**config.mk**
```make
export PLATFORM = sky130hd
export DESIGN_NAME = hex_display_scanner_flat
export DESIGN_NICKNAME = d
export VERILOG_FILES = /design/src/rtl/seg7_pkg.sv /design/src/rtl/hex_display_scanner_if.sv /design/src/rtl/seg7_decode.sv /design/src/rtl/hex_display_scanner.sv /design/src/flat_wrapper.sv
export SDC_FILE = /design/constraint.sdc
export NUM_CORES = 1
export LEC_CHECK = 0
export ABC_AREA = 0
export CORE_MARGIN = 1.5
export CORE_UTILIZATION = 40
export CTS_BUF_LIST = sky130_fd_sc_hd__clkbuf_4
export DETAILED_ROUTE_END_ITERATION = 8
export PLACE_DENSITY_LB_ADDON = 0.25
export SYNTH_ARGS = -nofsm -noshare
export SYNTH_HDL_FRONTEND = slang
export SYNTH_SLANG_ARGS = --single-unit
```
**constraint.sdc**
```tcl
create_clock -name clk -period 2 [get_ports clk]
set_clock_uncertainty 0.2 [all_clocks]
set_input_delay 0.5 -clock clk [delete_from_list [all_inputs] [get_ports clk]]
set_output_delay 0.5 -clock clk [all_outputs]
set_load 0.02 [all_outputs]
```
**src/rtl/seg7_pkg.sv**
```systemverilog
// Seven-segment encoding shared by the hex scanner and its decoder.
// Bit 0 of every pattern is segment a and bit 6 is segment g; patterns are active-high.
package seg7_pkg;

    localparam int SEG_W = 7;

    typedef logic [SEG_W-1:0] seg7_t;

    // Hex glyphs 0..F, written as g..a so each literal reads MSB = g.
    localparam seg7_t SEG7_HEX [16] = '{
        7'h3F, 7'h06, 7'h5B, 7'h4F, 7'h66, 7'h6D, 7'h7D, 7'h07,
        7'h7F, 7'h6F, 7'h77, 7'h7C, 7'h39, 7'h5E, 7'h79, 7'h71
    };

    localparam seg7_t SEG7_BLANK = '0;

endpackage

```
**src/rtl/hex_display_scanner_if.sv**
```systemverilog
// Port bundle of hex_display_scanner: datapath side (en/load/value/lz_blank) and board pins.
// With HEX_SCAN_DP_EN defined, it also carries the per-digit decimal points (dp in, seg_dp out).
interface hex_display_scanner_if #(
    parameter int N_DIGITS = 4
);
    logic                    en;
    logic                    load;
    logic [4*N_DIGITS-1:0]   value;
    logic                    lz_blank;
    seg7_pkg::seg7_t         seg;
    logic [N_DIGITS-1:0]     an;
    logic                    frame_tick;
`ifdef HEX_SCAN_DP_EN
    logic [N_DIGITS-1:0]     dp;
    logic                    seg_dp;

    modport master (
        output en, load, value, lz_blank, dp,
        input  seg, an, frame_tick, seg_dp
    );
    modport slave (
        input  en, load, value, lz_blank, dp,
        output seg, an, frame_tick, seg_dp
    );
`else
    modport master (
        output en, load, value, lz_blank,
        input  seg, an, frame_tick
    );
    modport slave (
        input  en, load, value, lz_blank,
        output seg, an, frame_tick
    );
`endif
endinterface

```
**src/rtl/seg7_decode.sv**
```systemverilog
// Nibble to active-high seven-segment pattern (bit 0 = a).
module seg7_decode
    import seg7_pkg::*;
(
    input  logic [3:0] nibble,
    output seg7_t      pattern
);

    assign pattern = SEG7_HEX[nibble];

endmodule

```
**src/rtl/hex_display_scanner.sv**
```systemverilog
// Multiplexed N-digit hex display driver with active-low segment and anode outputs.
// Optional decimal-point support is compiled in with the HEX_SCAN_DP_EN macro.
module hex_display_scanner
    import seg7_pkg::*;
#(
    parameter int N_DIGITS = 4,
    parameter int DIV      = 50000
) (
    input  logic                  clk,
    input  logic                  reset,
    hex_display_scanner_if.slave  bus
);

    localparam int CNT_W = $clog2(DIV);
    localparam int IDX_W = $clog2(N_DIGITS);

    logic [4*N_DIGITS-1:0] shadow;
    logic [CNT_W-1:0]      cnt;
    logic [IDX_W-1:0]      idx;
    logic                  tick;
    logic                  last_digit;
    logic                  lead_zero;
    logic                  blank;
    logic [3:0]            nibble;
    seg7_t                 pattern;

    assign tick       = bus.en && (cnt == CNT_W'(DIV - 1));
    assign last_digit = (idx == IDX_W'(N_DIGITS - 1));
    assign nibble     = shadow[{idx, 2'b00} +: 4];

    // Leading zero: this nibble and every more significant one are zero.
    assign lead_zero  = ((shadow >> {idx, 2'b00}) == '0);
    assign blank      = bus.lz_blank && lead_zero && (idx != '0);

    seg7_decode u_decode (
        .nibble  (nibble),
        .pattern (pattern)
    );

`ifdef HEX_SCAN_DP_EN
    logic [N_DIGITS-1:0] dp_shadow;

    always_ff @(posedge clk) begin
        if (reset) begin
            dp_shadow  <= '0;
            bus.seg_dp <= 1'b1;
        end else begin
            if (bus.load) begin
                dp_shadow <= bus.dp;
            end
            if (bus.en && !blank) begin
                bus.seg_dp <= ~dp_shadow[idx];
            end else begin
                bus.seg_dp <= 1'b1;
            end
        end
    end
`endif

    // Outputs are registered from the pre-edge idx/shadow, so they trail idx by one cycle.
    always_ff @(posedge clk) begin
        if (reset) begin
            shadow         <= '0;
            cnt            <= '0;
            idx            <= '0;
            bus.seg        <= '1;
            bus.an         <= '1;
            bus.frame_tick <= 1'b0;
        end else begin
            if (bus.load) begin
                shadow <= bus.value;
            end

            if (tick) begin
                cnt <= '0;
                idx <= last_digit ? '0 : idx + IDX_W'(1);
            end else if (bus.en) begin
                cnt <= cnt + CNT_W'(1);
            end

            if (bus.en) begin
                bus.seg <= blank ? ~SEG7_BLANK : ~pattern;
                bus.an  <= ~(N_DIGITS'(1) << idx);
            end else begin
                bus.seg <= '1;
                bus.an  <= '1;
            end

            bus.frame_tick <= tick && last_digit;
        end
    end

endmodule
```
**src/flat_wrapper.sv**
```systemverilog
// flat-port wrapper written by rule: the top's interface ports become plain ports
module hex_display_scanner_flat import seg7_pkg::*;
#(
    parameter int N_DIGITS = 4,
    parameter int DIV      = 50000
)
  (clk, reset, bus_en, bus_load, bus_value, bus_lz_blank, bus_seg, bus_an, bus_frame_tick);
  hex_display_scanner_if #(.N_DIGITS(N_DIGITS)) bus_i ();
  input  logic clk;
  input  logic reset;
  input wire logic [$bits(bus_i.en)-1:0] bus_en;
  input wire logic [$bits(bus_i.load)-1:0] bus_load;
  input wire logic [$bits(bus_i.value)-1:0] bus_value;
  input wire logic [$bits(bus_i.lz_blank)-1:0] bus_lz_blank;
  output wire logic [$bits(bus_i.seg)-1:0] bus_seg;
  output wire logic [$bits(bus_i.an)-1:0] bus_an;
  output wire logic [$bits(bus_i.frame_tick)-1:0] bus_frame_tick;
  assign bus_i.en = bus_en;
  assign bus_i.load = bus_load;
  assign bus_i.value = bus_value;
  assign bus_i.lz_blank = bus_lz_blank;
  assign bus_seg = bus_i.seg;
  assign bus_an = bus_i.an;
  assign bus_frame_tick = bus_i.frame_tick;
  hex_display_scanner #(.N_DIGITS(N_DIGITS), .DIV(DIV)) u_core (.clk(clk), .reset(reset), .bus(bus_i));
endmodule
```
# --- Yosys cells after proc, flatten, opt, wreduce, memory -nomap -nowiden ---
# Memory sizes are Yosys's and may differ from the RTL's.
# Index checks and enable logic that the tools add are counted.
classes:
  magnitude_cmp: 1
  mux: 3
  shifts: 3
  n_eq_ne: 2
  reduce_logical: 9
  bitwise_logic: 4
  addsub: 2
op_table:
  columns: ["op", "count"]
  rows:
  - ["16-bit by 1-bit adder with 16-bit output (second input constant)", 1]
  - ["16-bit == test (second input constant)", 1]
  - ["16-bit logical NOT", 1]
  - ["16-bit by 5-bit variable part select with 4-bit output", 1]
  - ["16-bit by 4-bit right shift with 16-bit output", 1]
  - ["7-bit two-way mux", 2]
  - ["7-bit NOT", 1]
  - ["5-bit greater-or-equal comparator (second input constant)", 1]
  - ["4-bit NOT with 5-bit output", 1]
  - ["1-bit logical AND", 4]
  - ["4-bit NOT", 1]
  - ["2-bit OR reduction", 2]
  - ["1-bit by 2-bit left shift with 4-bit output (first input constant)", 1]
  - ["3-bit OR reduction", 1]
  - ["2-bit by 1-bit adder with 2-bit output (second input constant)", 1]
  - ["2-bit == test (second input constant)", 1]
  - ["2-bit two-way mux", 1]
  - ["2-bit nonzero test", 1]
  - ["1-bit NOT", 1]
word_totals:
  romBits: 112
  n_memories: 1
  ff_bits: 46
  wordCells: 31
  output_inout_bits: 12
memory_table:
  columns: ["name", "depth", "width", "read_ports", "rd_clocked_by_memory_dff", "wr", "line_no", "rtl"]
  rows:
  - ["(no name shown)", 16, 7, 1, 0, 0, "seg7_decode.sv:9", "assign pattern = SEG7_HEX[nibble];"]

# --- Longest topological paths before layout ---
# Gate-level depths: netlist of run 1.
logic_depth:
  word_depth: 6
  depth_mapped: 8
  depth_no_buf: 7

# --- Hierarchy ---
# Synthesis of run 1 repeated with hierarchy kept, for this count alone.
unflattened:
  hier_cells: 224
  hier_area_um2: 2189.6
by_module_without_submodules:
  columns: ["mod", "area_each_um2", "instances", "cells_per_inst"]
  rows:
  - ["hex_display_scanner", 1901.8, 1, 191]
  - ["seg7_decode", 287.8, 1, 33]

# --- Least setup slack after synthesis of run 1 ---
# OpenSTA, ideal clock, no wires.
synth_timing:
  kind: "reg-to-reg"
  startpoint: "reg u_core.idx[0]"
  endpoint: "reg u_core.bus.seg[1]"
  path_buffers: 1
  t_arrival_ns: 1.931
  setup_slack_ns: -0.210
  t_required_ns: 1.721
  period_less_slack_ns: 2.210
  path_stages_with_launch: 9
  cell_sequence: "dfxtp_1 > buf_2 > mux4_2 > inv_1 > ha_1 > and3_1 > o211ai_1 > o211a_1 > o211ai_1"
synth_between:
  elab_chain_len: 6
synth_rtl:
  columns: ["item", "line_no", "rtl"]
  rows:
  - ["start: declaration", "hex_display_scanner.sv:19", "logic [IDX_W-1:0] idx;"]
  - ["start signal: assignment", "hex_display_scanner.sv:76", "idx <= last_digit ? '0 : idx + IDX_W'(1);"]
  - ["16-bit by 5-bit variable part select with 4-bit output", "hex_display_scanner.sv:29", "assign nibble = shadow[{idx, 2'b00} +: 4];"]
  - ["4-bit NOT with 5-bit output (implied by the code)", "seg7_decode.sv:9", null]
  - ["memory 16 x 7 bit", null, null]
  - ["7-bit two-way mux (implied by the code) (2 in a row)", "seg7_decode.sv:9", null]
  - ["7-bit NOT", "hex_display_scanner.sv:82", "bus.seg <= blank ? ~SEG7_BLANK : ~pattern;"]
  - ["end signal: assignment", "hex_display_scanner.sv:82", null]
  - ["end: declaration", "hex_display_scanner_if.sv:32", "output seg, an, frame_tick"]
# Parallel ways exist; a longest one is shown, timed or not. The select of a mux whose other input is x is not followed.
# A chain may end at the register's enable or synchronous reset.

# --- Final worst setup path of run 1 ---
layout_timing:
  startpoint: "reg u_core.cnt[4]"
  endpoint: "reg u_core.idx[0]"
layout_between:
  elab_chain_len: 2
layout_rtl:
  columns: ["item", "line_no", "rtl"]
  rows:
  - ["start: declaration", "hex_display_scanner.sv:18", "logic [CNT_W-1:0] cnt;"]
  - ["start signal: assignment", "hex_display_scanner.sv:78", "cnt <= cnt + CNT_W'(1);"]
  - ["16-bit == test", "hex_display_scanner.sv:27", "assign tick = bus.en && (cnt == CNT_W'(DIV - 1));"]
  - ["1-bit logical AND", "hex_display_scanner.sv:27", null]
# Every way passes these cells.

==> impl_results.md, run 1 <==
- Least-Margin Pin Slew: 0.463 ns
- Final period utilization: 1.09
- #FFs+latches synth: 46
- Num rows: 26
- Mean Syn Cell Area: 9.68 um2
- Final #Nets: about 320
- Total grt overflow: 0
- DIE AREA: around 6000 um2
- WP buf/inv: 0
- Synth top area cells: dfxtp_1, mux2i_1, ha_1
- RSZ-0062 raised after global routing: true
- Placer Congestion: ~0.77
- FILL cells: 491
- Die X: 76.5 um
- Detailed-router iteration count before antenna repair: 4
- Commonest non-fill, non-tap cell in the layout: dfxtp_1
- Power Density: 548 nW/um2
- P_leak: about 1.2 nW
- Largest net degree at the start of global routing: 21
- H-tree levels: 2
- Avg WL per Cell: 13.3 um
- Outcome: finished, violations left
- Critical Path RT: 2.10 ns
- Clock network latency to the later pin of the worst-skew pair: 0.36 ns
- Initial Utilization: 0.420
- Initial antenna violation count: 0
- Cts hold-fix bufs: 0
- Share of the synthesized area in the top cell type: 0.427
- Post-route cell area: 2940 um2
- DR vias: around 1800
- Cell taking the most area after synthesis: dfxtp_1
- Remaining DRCs: 0
- Antenna cells: 0
- Boundary Pins: 33
- Die H: ~76 um
- Reg clk slew, reported paths: 0.13 ns
- Violated checks: negative setup slack
- Critical path's slowest cell: or4_4
- Vias per cell: 5.10
- Dpl hpwl: 3.30 mm
- Final core area utilization: 0.571
- Max incr delay on CP: between 0.5 and 0.6 ns
- Post-synth cell types: 40
- Slew HR: 0.688
- CTS tree: done
- Port buffer count: 32
- Sequential cell area fraction in the yosys report: 0.427
- CTS Buf Count: 5
- P&R area growth vs syn: 36.1%
- Post-placement cell count: 346
- Worst slack, placed: -0.372 ns
- Final hold violations: 0
- Commonest non-fill, non-tap cells in the layout: dfxtp_1, nor2_1, buf_4
- Maximum clock path buffer count: 2
- Mapped Area: 2160 um2
- Core area: approximately 5100 um2
- Crit. End Element: flop
- Critical path class: flop to flop
- Ys Warns: 0
- Non-filler cells in the finished layout: 355
- WP data arrival: approximately 2.3 ns
- Final WS setup: -0.170 ns
- DRT antenna net count: 0
- Post-Route WL: about 4.7 mm
- Slew Viols, Final: 0
- Fin crit period: 2.17 ns
- Worst vdd ir: roughly 0.00035 V
- Synth Instances: about 220
- First-pass GRT wire length: 8.05 mm
- Share of post-route cells with drive strength above 1: 0.214
- Critical-path cell list: or4b_4 -> or4_4 -> or3_1 -> a21oi_2
- Clock root buffer: clkbuf_4
- Sink Count: 46
- GRT Util Overall: 0.171
- Vias in the first global route: 1763
- Worst min path class: flop to flop
- CP startpoint kind: flop
- Mapped Nets: around 260
- 1st-iter DRT viols: 71
- Fmax: 461 MHz
- Placed Instance Area: 2800 um2
- CP top delay family: simple AND/OR/NAND/NOR gates
- Critical-path maximum fanout: 4
- Maxcap violations: 0
- Setup violations, final: 18
[layout make-up]
cell class,instances,area (um2),area share
clock buffer,5,37.5,0.0128
clock inverter,1,3.75,0.00128
inverter,7,28.8,0.00980
multi-input combinational,160,1220,0.415
sequential,46,927,0.316
tap,70,87.6,0.0298
timing repair buffer,66,633,0.216
[cell families (layout without fill, tap and decap cells)]
logic type      after synthesis  after routing  share of synthesized area
compound gates               20             20                     0.0638
xor+xnor                     12             12                     0.0487
fa+ha+maj                    11             11                     0.0638
buf+inv                      18             79                     0.0342
flops                        46             46                      0.427
mux                          25             26                      0.146
simple gates                 91             91                      0.217
[metal layers]
layer	GRT usage	wire (um)	vias up
met4	0.0556	63	0
met1	0.234	2330	847
met5	0	0	-
met3	0.0383	251	6
li1	-	-	911
met2	0.265	2080	45
[power by group]
group | switching (mW) | internal [mW] | total, mW
Clock | 0.273 | 0.121 | 0.393
Combinational | 0.106 | 0.137 | 0.242
Sequential | 0.0247 | 0.950 | 0.974
Total | 0.403 | 1.21 | 1.61
[path summary, 6_finish.rpt]
check        cells past startpoint                         from                          end  slack (ns)
max                              4   u_core.cnt[4]$_SDFFE_PP0P_   u_core.idx[0]$_SDFFE_PP0P_       -0.17
min                              2  u_core.cnt[14]$_SDFFE_PP0P_  u_core.cnt[14]$_SDFFE_PP0P_        0.30
max reg2reg                      4   u_core.cnt[4]$_SDFFE_PP0P_   u_core.idx[0]$_SDFFE_PP0P_       -0.17
min reg2reg                      2  u_core.cnt[14]$_SDFFE_PP0P_  u_core.cnt[14]$_SDFFE_PP0P_        0.30
[through the flow]
stage | hold slack (ns) | power [mW] | setup TNS [ns]
floorplan | 0.245 | 1.12 | -0.708
global placement | 0.290 | 1.22 | -5.95
detailed placement | 0.289 | 1.23 | -6.40
CTS | 0.298 | 1.63 | -2.31
global route | 0.365 | 1.71 | -3.60
finish | 0.302 | 1.61 | -2.40
[what timing repair did]
| action | in CTS | in global routing |
|---|---|---|
| pin swaps | 4 | 0 |
| endpoints found under the hold margin | 0 | 0 |
| buffers inserted | 1 | 0 |
| setup endpoints to repair | 29 | 33 |
| resized for setup | 9 | 10 |
| cloned | 0 | 2 |
[tightest hold or removal path, stage by stage, from the launching register on]
cell     delay, ns
dfxtp_2       0.35
o21ai_0       0.07
a21oi_1       0.06
[Yosys cell counts]
cell type,n
buf_4,1
dfxtp_1,46
nand2_1,16
o31ai_1,1
nand3_1,8
o21ai_0,4
or4_4,1
o211ai_1,6
nor4_1,3
xnor2_1,5
a21oi_2,1
buf_1,1
clkbuf_1,7
a211o_1,1
o2111ai_1,1
mux2_2,1
nor3b_1,2
a21oi_1,4
o221ai_1,1
and4_2,1
or3_1,3
and3_1,2
and4_1,2
and2_1,1
and3_2,1
or4bb_1,2
nor3_1,2
xor2_1,7
mux2i_1,19
nor2_1,32
or4b_1,1
inv_1,7
o211a_1,1
ha_1,11
or4_1,1
buf_2,2
nand4_1,4
nand2b_1,4
nor2b_1,5
mux4_2,5
[flip-flops by register name, indices dropped and copies added (netlist names)]
register	count
u_core.shadow	16
u_core.bus.seg	7
u_core.idx	2
u_core.cnt	16
u_core.bus.an	4
u_core.bus.frame_tick	1
Power figures use the tool's default switching activity.
==> run 2: changes to the inputs <==
--- a/config.mk
+++ b/config.mk
@@ -5,10 +5,10 @@
 export SDC_FILE = /design/constraint.sdc
 export NUM_CORES = 1
 export LEC_CHECK = 0
-export ABC_AREA = 0
 export CORE_MARGIN = 1.5
 export CORE_UTILIZATION = 40
 export CTS_BUF_LIST = sky130_fd_sc_hd__clkbuf_4
+export CTS_CLUSTER_DIAMETER = 30
 export DETAILED_ROUTE_END_ITERATION = 8
 export PLACE_DENSITY_LB_ADDON = 0.25
 export SYNTH_ARGS = -nofsm -noshare
==> results of run 2 <==
The final DEF is identical to that of run 1; final timing and power are the same.
==> RTL edit: new RTL, settings of run 1 <==
`N_DIGITS` is set to 4 in 3 places; all go to 2.
--- a/src/rtl/hex_display_scanner_if.sv
+++ b/src/rtl/hex_display_scanner_if.sv
@@ -1,7 +1,7 @@
 // Port bundle of hex_display_scanner: datapath side (en/load/value/lz_blank) and board pins.
 // With HEX_SCAN_DP_EN defined, it also carries the per-digit decimal points (dp in, seg_dp out).
 interface hex_display_scanner_if #(
-    parameter int N_DIGITS = 4
+    parameter int N_DIGITS = 2
 );
     logic                    en;
     logic                    load;
--- a/src/rtl/hex_display_scanner.sv
+++ b/src/rtl/hex_display_scanner.sv
@@ -3,7 +3,7 @@
 module hex_display_scanner
     import seg7_pkg::*;
 #(
-    parameter int N_DIGITS = 4,
+    parameter int N_DIGITS = 2,
     parameter int DIV      = 50000
 ) (
     input  logic                  clk,
--- a/src/flat_wrapper.sv
+++ b/src/flat_wrapper.sv
@@ -1,7 +1,7 @@
 // flat-port wrapper written by rule: the top's interface ports become plain ports
 module hex_display_scanner_flat import seg7_pkg::*;
 #(
-    parameter int N_DIGITS = 4,
+    parameter int N_DIGITS = 2,
     parameter int DIV      = 50000
 )
   (clk, reset, bus_en, bus_load, bus_value, bus_lz_blank, bus_seg, bus_an, bus_frame_tick);
Interface: changed (resized bus_an and bus_value); port bits go from 33 to 23. The function was not compared with the original's and may differ.
==> RTL edit against run 1 <==
Sequential share of layout area increased by 2.6 points; critical path type is now flop to output pin; utilization is 5.2 points lower; sequential power fell by 25%; largest power group unchanged; synthesized area down 24%; total power shrank 22%; largest cell class unchanged; final area is 30% lower; highest routed layer unchanged; routed wire length down 33%; setup slack improved by 0.23 ns; sequential cell count fell by 11.
==> RTL edit: results <==
export IMPL_status="complete, no violations"
export IMPL_regToRegSetupSlack_ns=0.06
export IMPL_num_vias=1301
export IMPL_yosys_top_cells_area="dfxtp_1 (43%), mux2i_1 (7.3%), nor2_1 (6.6%)"
export IMPL_post_place_ws_ns=-0.2907
export IMPL_nets=224
export IMPL_drt_initial_drc_count=91
export IMPL_wl_met2_um=1564
export IMPL_postPlaceCellArea_um2=1993
export IMPL_grt_use_met3_pct=4.054
export IMPL_drt_met1_wl_um=1407
export IMPL_final_cells=254
export IMPL_clock_area_share_pct=2.245
export IMPL_place_congestion=0.8452
export IMPL_cp_top_family="buffers and inverters"
export IMPL_fill_cells=357
export IMPL_gr_usage_met2_pct=29.46
export IMPL_use_met1_pct=17.82
export IMPL_ys_types=36
export IMPL_clkLatencyLatePin_ns=0.34
export IMPL_reg2reg_from="u_core.idx"
export IMPL_slowest_stage="clkdlybuf4s50_1"
export IMPL_multi_input_area_um2=883.3
export IMPL_crit_start="u_core.bus.seg[2]"
export IMPL_hold_slack_ns=0.3137
export IMPL_path_max_fanout=1
export IMPL_portBuffers=22
export IMPL_post_dp_hpwl_um=2393
export IMPL_syn_avg_cell_area_um2=9.897
export IMPL_bufAreaShareNonClock_pct=16.99
export IMPL_grt_total_usage_pct=16.51
export IMPL_seq_share_pct=34.16
export IMPL_grt_max_degree=16
export IMPL_clkTransAtPathRegs_ns=0.10
export IMPL_met3WireLength_um=140
export IMPL_routedWlPerCell_um=12.44
export IMPL_drtPass1Iterations=5
export IMPL_yosys_register_bits=35
export IMPL_top_regs="u_core.cnt (16), u_core.shadow (8), u_core.bus.seg (7)"
export IMPL_synth_common_cells="dfxtp_1 (35), nor2_1 (29), mux2i_1 (12), xnor2_1 (12), nand2_1 (9)"
export IMPL_p_leak_nw=0.8246
export IMPL_synthMuxAreaShare_pct=10.89
export IMPL_power_density_nw_per_um2=609.5
export IMPL_hp_start="u_core.shadow[4]"
export IMPL_p_sw_uw=322.1
export IMPL_synth_fa_ha_area_share_pct=5.331
export IMPL_worst_pin_slew_ns=0.3387
[RTL edit: cell count changes in the layout (fill, tap and decap cells not counted), moves of 5 or more]
cell      change
mux2i_1       -8
dfxtp_1       -7
o211ai_1      -5
xnor2_1       +7
dfxtp_2       -5
buf_4        -15
nand3_1       -5
nand2_1       -7
[RTL edit: worst paths after layout]
| check | end | cells past startpoint |
|---|---|---|
| worst min register to register | u_core.shadow[4] | 2 |
| worst min-delay path | u_core.shadow[4] | 2 |
| worst max-delay path | bus_seg[2] | 1 |
| worst max register to register | u_core.bus.seg[3] | 6 |
[RTL edit: timing repair]
item / 4_1_cts / 5_1_grt
buffers inserted: 0 / 0
endpoints found under the setup margin: 1 / 19
resized for setup: 1 / 7
hold buffers: 0 / 0
hold endpoints to repair: 0 / 0
[RTL edit: worst min-delay path, cell delays in order, from the launching register on]
cell	delay, ns
dfxtp_1	0.34
mux2i_1	0.06
nor2_1	0.08
